**src/rtl/uart_top_rx.sv**
```systemverilog
// UART receiver: 16x oversampling baud-tick generator, 2-FF line synchroniser and
// start/data/stop deserialiser producing a word, a one-cycle done strobe and a framing flag.
module uart_top_rx #(
    parameter int DATA_BITS = 8,
    parameter int SB_TICK   = 16
) (
    input  logic                 clk,
    input  logic                 rst_n,
    input  logic [10:0]          dvsr,
    input  logic                 rx_in,
    output logic                 rx_done,
    output logic [DATA_BITS-1:0] d_out,
    output logic                 frame_err,
    output logic                 rx_busy
);

    localparam int NW = (DATA_BITS > 1) ? $clog2(DATA_BITS) : 1;

    typedef enum logic [1:0] {
        IDLE  = 2'd0,
        START = 2'd1,
        DATA  = 2'd2,
        STOP  = 2'd3
    } state_t;

    state_t                state_q, state_d;
    logic [10:0]           baud_cnt_q;
    logic                  tick;
    logic                  rx_meta_q, rx_s, rx_prev_q;
    logic                  fall;
    logic [3:0]            s_cnt_q, s_cnt_d;
    logic [NW-1:0]         n_q, n_d;
    logic [DATA_BITS-1:0]  shift_q, shift_d;
    logic [DATA_BITS-1:0]  d_out_q, d_out_d;
    logic                  fe_q, fe_d;
    logic                  done_q, done_d;

    // Free-running baud counter; the receiver re-aligns only to whole ticks.
    assign tick = (baud_cnt_q == dvsr);

    always_ff @(posedge clk or negedge rst_n) begin
        if (!rst_n) baud_cnt_q <= '0;
        else        baud_cnt_q <= tick ? 11'd0 : baud_cnt_q + 11'd1;
    end

    // Synchroniser and edge register reset to the idle (high) line level.
    always_ff @(posedge clk or negedge rst_n) begin
        if (!rst_n) begin
            rx_meta_q <= 1'b1;
            rx_s      <= 1'b1;
            rx_prev_q <= 1'b1;
        end else begin
            rx_meta_q <= rx_in;
            rx_s      <= rx_meta_q;
            rx_prev_q <= rx_s;
        end
    end

    // Only a genuine high-to-low transition starts a frame; a held-low line does not.
    assign fall = rx_prev_q & ~rx_s;

    always_ff @(posedge clk or negedge rst_n) begin
        if (!rst_n) begin
            state_q <= IDLE;
            s_cnt_q <= '0;
            n_q     <= '0;
            shift_q <= '0;
            d_out_q <= '0;
            fe_q    <= 1'b0;
            done_q  <= 1'b0;
        end else begin
            state_q <= state_d;
            s_cnt_q <= s_cnt_d;
            n_q     <= n_d;
            shift_q <= shift_d;
            d_out_q <= d_out_d;
            fe_q    <= fe_d;
            done_q  <= done_d;
        end
    end

    always_comb begin
        state_d = state_q;
        s_cnt_d = s_cnt_q;
        n_d     = n_q;
        shift_d = shift_q;
        d_out_d = d_out_q;
        fe_d    = fe_q;
        done_d  = 1'b0;
        case (state_q)
            IDLE: begin
                if (fall) begin
                    state_d = START;
                    s_cnt_d = '0;
                end
            end
            START: begin
                if (tick) begin
                    if (s_cnt_q == 4'd7) begin
                        if (!rx_s) begin
                            state_d = DATA;
                            s_cnt_d = '0;
                            n_d     = '0;
                        end else begin
                            state_d = IDLE;
                        end
                    end else begin
                        s_cnt_d = s_cnt_q + 4'd1;
                    end
                end
            end
            DATA: begin
                if (tick) begin
                    if (s_cnt_q == 4'd15) begin
                        shift_d = {rx_s, shift_q[DATA_BITS-1:1]};
                        s_cnt_d = '0;
                        if (n_q == NW'(DATA_BITS - 1)) state_d = STOP;
                        else                           n_d = n_q + 1'b1;
                    end else begin
                        s_cnt_d = s_cnt_q + 4'd1;
                    end
                end
            end
            STOP: begin
                // Leaving mid stop bit lets a back-to-back start edge be caught at once.
                if (tick) begin
                    if (s_cnt_q == 4'(SB_TICK - 1)) begin
                        d_out_d = shift_q;
                        fe_d    = ~rx_s;
                        done_d  = 1'b1;
                        state_d = IDLE;
                    end else begin
                        s_cnt_d = s_cnt_q + 4'd1;
                    end
                end
            end
            default: state_d = IDLE;
        endcase
    end

    assign rx_done   = done_q;
    assign d_out     = d_out_q;
    assign frame_err = fe_q;
    assign rx_busy   = (state_q != IDLE);

endmodule

```
**config.mk**
```make
export PLATFORM = sky130hd
export DESIGN_NAME = uart_top_rx
export DESIGN_NICKNAME = d
export VERILOG_FILES = /design/src/rtl/uart_top_rx.sv
export SDC_FILE = /design/constraint.sdc
export NUM_CORES = 1
export LEC_CHECK = 0
export CORE_MARGIN = 10
export CORE_UTILIZATION = 58
export DETAILED_ROUTE_END_ITERATION = 10
export GPL_ROUTABILITY_DRIVEN = 0
export GPL_TIMING_DRIVEN = 0
export PLACE_DENSITY = 0.87
export SLEW_MARGIN = 20
export SYNTH_ARGS = -nofsm -noshare
export SYNTH_HDL_FRONTEND = slang
export SYNTH_SLANG_ARGS = --single-unit
```
**constraint.sdc**
```tcl
create_clock -name clk -period 3.2 [get_ports clk]
set_input_delay 0.32 -clock clk [delete_from_list [all_inputs] [get_ports clk]]
set_output_delay 0.32 -clock clk [all_outputs]
set_load 0.05 [all_outputs]
```
==> key figures <==
STA
  – Clock period minus worst slack: approximately 2.6 ns
  – Setup violators final: 0
  – Count of endpoints failing hold in the final timing report: 0
  – FMAX: 0.387 GHz
  – Transition at the pin with the smallest max-transition slack: 0.533 ns
  – Slew Limit Fails: 0
  – Fin Setup TNS: 0 ns
  – Share of the clock period used by the worst path: 80.8%
  – Hold Slack: 0.339 ns
  – Fin worst setup slack: just over 0.6 ns
  – Unrepaired setup endpoints after global routing: false
  – Clock tree skew after final layout: around 0.01 ns
  – Max-slew headroom: around 64%

Detailed routing
  – Vias after detailed routing: around 1400
  – Avg Vias per Cell: about 5.6
  – Iter 0 DRT Violations: 104
  – Final routed wirelength across all metal layers: about 3800 um
  – Total DRC errors in the routed layout: 0
  – 1st-pass router iterations: 5
  – Average wire per cell in the routed design: 15.4 um
  – Routed Antenna Nets: 0

Setup path
  – CP endpoint kind: output port
  – Type of the worst setup path: flop to output port
  – Worst path slowest cell: sky130_fd_sc_hd__clkdlybuf4s50_1
  – Critical Path Max Stage Delay: between 0.8 and 0.9 ns
  – Signal arrival time at the worst endpoint: around 2.3 ns
  – Crit-path leading delay family: buffers and inverters
  – Worst path bufs/invs: 3
  – Maximum net fanout on the critical path: 10
  – Cells along the critical path: buf_1 > nor2_1 > inv_1 > clkdlybuf4s50_1
  – Sort of element at the start of the critical path: flop
  – Data required time at the worst endpoint: 2.88 ns

Global route
  – First-pass GRT wire length: roughly 6800 um
  – Number of global-route vias before repair: 1469
  – Initial antenna violation count: 0
  – Pin count of the biggest net entering global routing: 34
  – GR Util All Layers: 13.6%
  – Overflow left after global routing: 0

Power and ir drop
  – IR Drop Worst-Case VDD: a little under 0.0005 V
  – Total power per unit cell area: 500 nW/um2
  – Overall power after layout: 1.18 mW
  – Leak Pwr: around 1.1 nW

Clock tree
  – Source-to-sink clock delay at the later pin of the worst-skew pair: 0.35 ns
  – Post-cts gate resize count: 0
  – Count of clock tree sinks: around 40
  – Root cell of the clock tree: sky130_fd_sc_hd__clkbuf_4
  – Maximum count of clock buffers along a single path: 2
  – Number of hold-repair buffers added at the cts stage: 1
  – TritonCTS Buffers: 5
  – H-Tree Depth: 2
  – Setup fix buffers added after clock tree synthesis: 0
  – Clock transition time at the flip-flop clock pins of the worst setup and hold paths: ~0.12 ns
  – TritonCTS clock tree: done

Place
  – Half-perimeter wire length after detailed placement: roughly 2800 um
  – Worst setup timing slack at the placement stage: ~0.74 ns
  – Buffers on Ports: 24
  – Placed instance count: between 200 and 250

Cells and area
  – Fin nets: 218
  – Number of cells in the finished layout apart from fillers: between 200 and 250
  – Area Growth Syn to Fin: 21.0%
  – Share of layout cells above drive strength 1: between 10% and 20%
  – Antenna diode count: 0

Die
  – Top-Level Pins: 25
  – Die Width: 78.1 um
  – Die Outline Area: a little over 6000 um2
  – Starting Density: approximately three fifths
  – Floorplan row count: 21
  – Placeable core region: approximately 3300 um2
  – Die Ht: 78.1 um

Yosys
  – Syn avg cell area: between 10 and 15 um2
  – Cell taking the most area after synthesis: sky130_fd_sc_hd__dfrtp_1
  – Warnings from Yosys: 0
  – Portion of synthesized cell area occupied by the leading cell type: around half
  – Most frequently used cell type in the post-synthesis netlist: sky130_fd_sc_hd__dfrtp_1
  – Share of async-settable or async-resettable flops after synthesis: 100%
  – Count of mapped cells out of synthesis: 167
  – Distinct cells, synth: 37
  – Netlist area before placement: 1960 um2
  – Leading cell types by count after synthesis: 38 x sky130_fd_sc_hd__dfrtp_1, 19 x sky130_fd_sc_hd__mux2_2, 17 x sky130_fd_sc_hd__xnor2_1, 14 x sky130_fd_sc_hd__nor2_1, 10 x sky130_fd_sc_hd__nand2_1
  – Count of flip-flops with a built-in enable after synthesis: 0
  – Number of nets produced by synthesis: about 190
  – Number of synthesized register bits: slightly above 40
  – Portion of the post-synthesis area used by sequential elements: ~53%
  – Leading cell types by total area after synthesis: sky130_fd_sc_hd__dfrtp_1 49%, sky130_fd_sc_hd__mux2_2 11%, sky130_fd_sc_hd__xnor2_1 7.6%
  – Primary FF master, synth: sky130_fd_sc_hd__dfrtp_1

Hold path
  – Class of the tightest hold or removal check: input pin to async pin

Flow run
  – Maximum capacitance violations: 0

Outcome
  – Status: finished, final reports clean
==> final cells by class <==
cell class	instances	area, um2
tap	46	57.6
sequential	41	1030
fill	255	940
clock buffer	6	51.3
timing repair buffer	26	265
buffer	5	20.0
inverter	5	18.8
clock inverter	2	37.5
multi-input combinational	116	891
==> cells by family (layout without fill, tap and decap cells) <==
family                   count (synthesis)  count (layout)  share of synthesized area [%]
buffers and inverters                   10              44                           1.98
multiplexers                            22              22                           12.5
AO/OA/AOI/OAI                           13              13                           4.34
flip-flops                              41              41                           52.6
adder cells (fa/ha/maj)                  4               4                           2.55
XOR/XNOR                                21              21                           9.39
AND/OR/NAND/NOR                         56              56                           16.7
==> power breakdown <==
group          switching (mW)  internal (mW)  total [mW]
Sequential             0.0660          0.567       0.633
Combinational          0.0981          0.101       0.200
Clock                   0.166          0.186       0.352
Total                   0.331          0.854        1.18
==> routing by layer <==
layer,vias up,wire length [um],track usage [%]
li1,644,-,-
met1,687,1590,15.8
met5,-,0,0
met3,6,167,5.01
met2,38,1980,22.8
met4,0,54,4.12
==> flip-flops by register name (all words and copies together) (netlist names), named ones only <==
| signal | cells |
|---|---|
| rx_meta_q | 1 |
| rx_done | 1 |
| baud_cnt_q | 11 |
| shift_q | 8 |
| state_q | 1 |
| rx_s | 1 |
| rx_prev_q | 1 |
| d_out | 8 |
| n_q | 3 |
| frame_err | 1 |
| s_cnt_q | 4 |
==> final timing paths <==
check | start | to | slack [ns] | cells past startpoint
max in group asynchronous | rst_n | rx_meta_q | 2.37 | 3
min in group clk | rx_in | rx_meta_q | 0.36 | 1
setup reg to reg | baud_cnt_q[2] | shift_q[0] | 1.06 | 5
hold reg to reg | rx_meta_q | rx_s | 0.37 | 0
setup / recovery | flop | rx_busy | 0.61 | 4
hold / removal | rst_n | n_q[0] | 0.34 | 2
==> worst reg2reg max path: cells and delay by family (launching register included) <==
family | cells | cell delay, ns
XOR/XNOR | 1 | 0.19
multiplexers | 1 | 0.36
AND/OR/NAND/NOR | 3 | 1.04
flip-flops | 1 | 0.46
==> metrics by stage <==
stage	utilization, %	instance area, um2
floorplan	-	1960
global placement	68.2	2260
detailed placement	68.6	2270
CTS	71.6	2370
global route	71.6	2370
finish	71.6	2370
==> placed cells by master (no fill, tap or decap), types with 4 or more instances in the layout <==
cell,Yosys,final
sky130_fd_sc_hd__o21ai_0,4,4
sky130_fd_sc_hd__nand2_1,10,10
sky130_fd_sc_hd__clkbuf_4,0,5
sky130_fd_sc_hd__clkdlybuf4s50_1,0,23
sky130_fd_sc_hd__xnor2_1,17,17
sky130_fd_sc_hd__ha_1,4,4
sky130_fd_sc_hd__nand3_1,6,6
sky130_fd_sc_hd__nor2_1,14,14
sky130_fd_sc_hd__mux2_2,19,19
sky130_fd_sc_hd__xor2_1,4,4
sky130_fd_sc_hd__inv_1,5,5
sky130_fd_sc_hd__dfrtp_1,38,38
No activity file was read; power rests on OpenSTA's default activity.
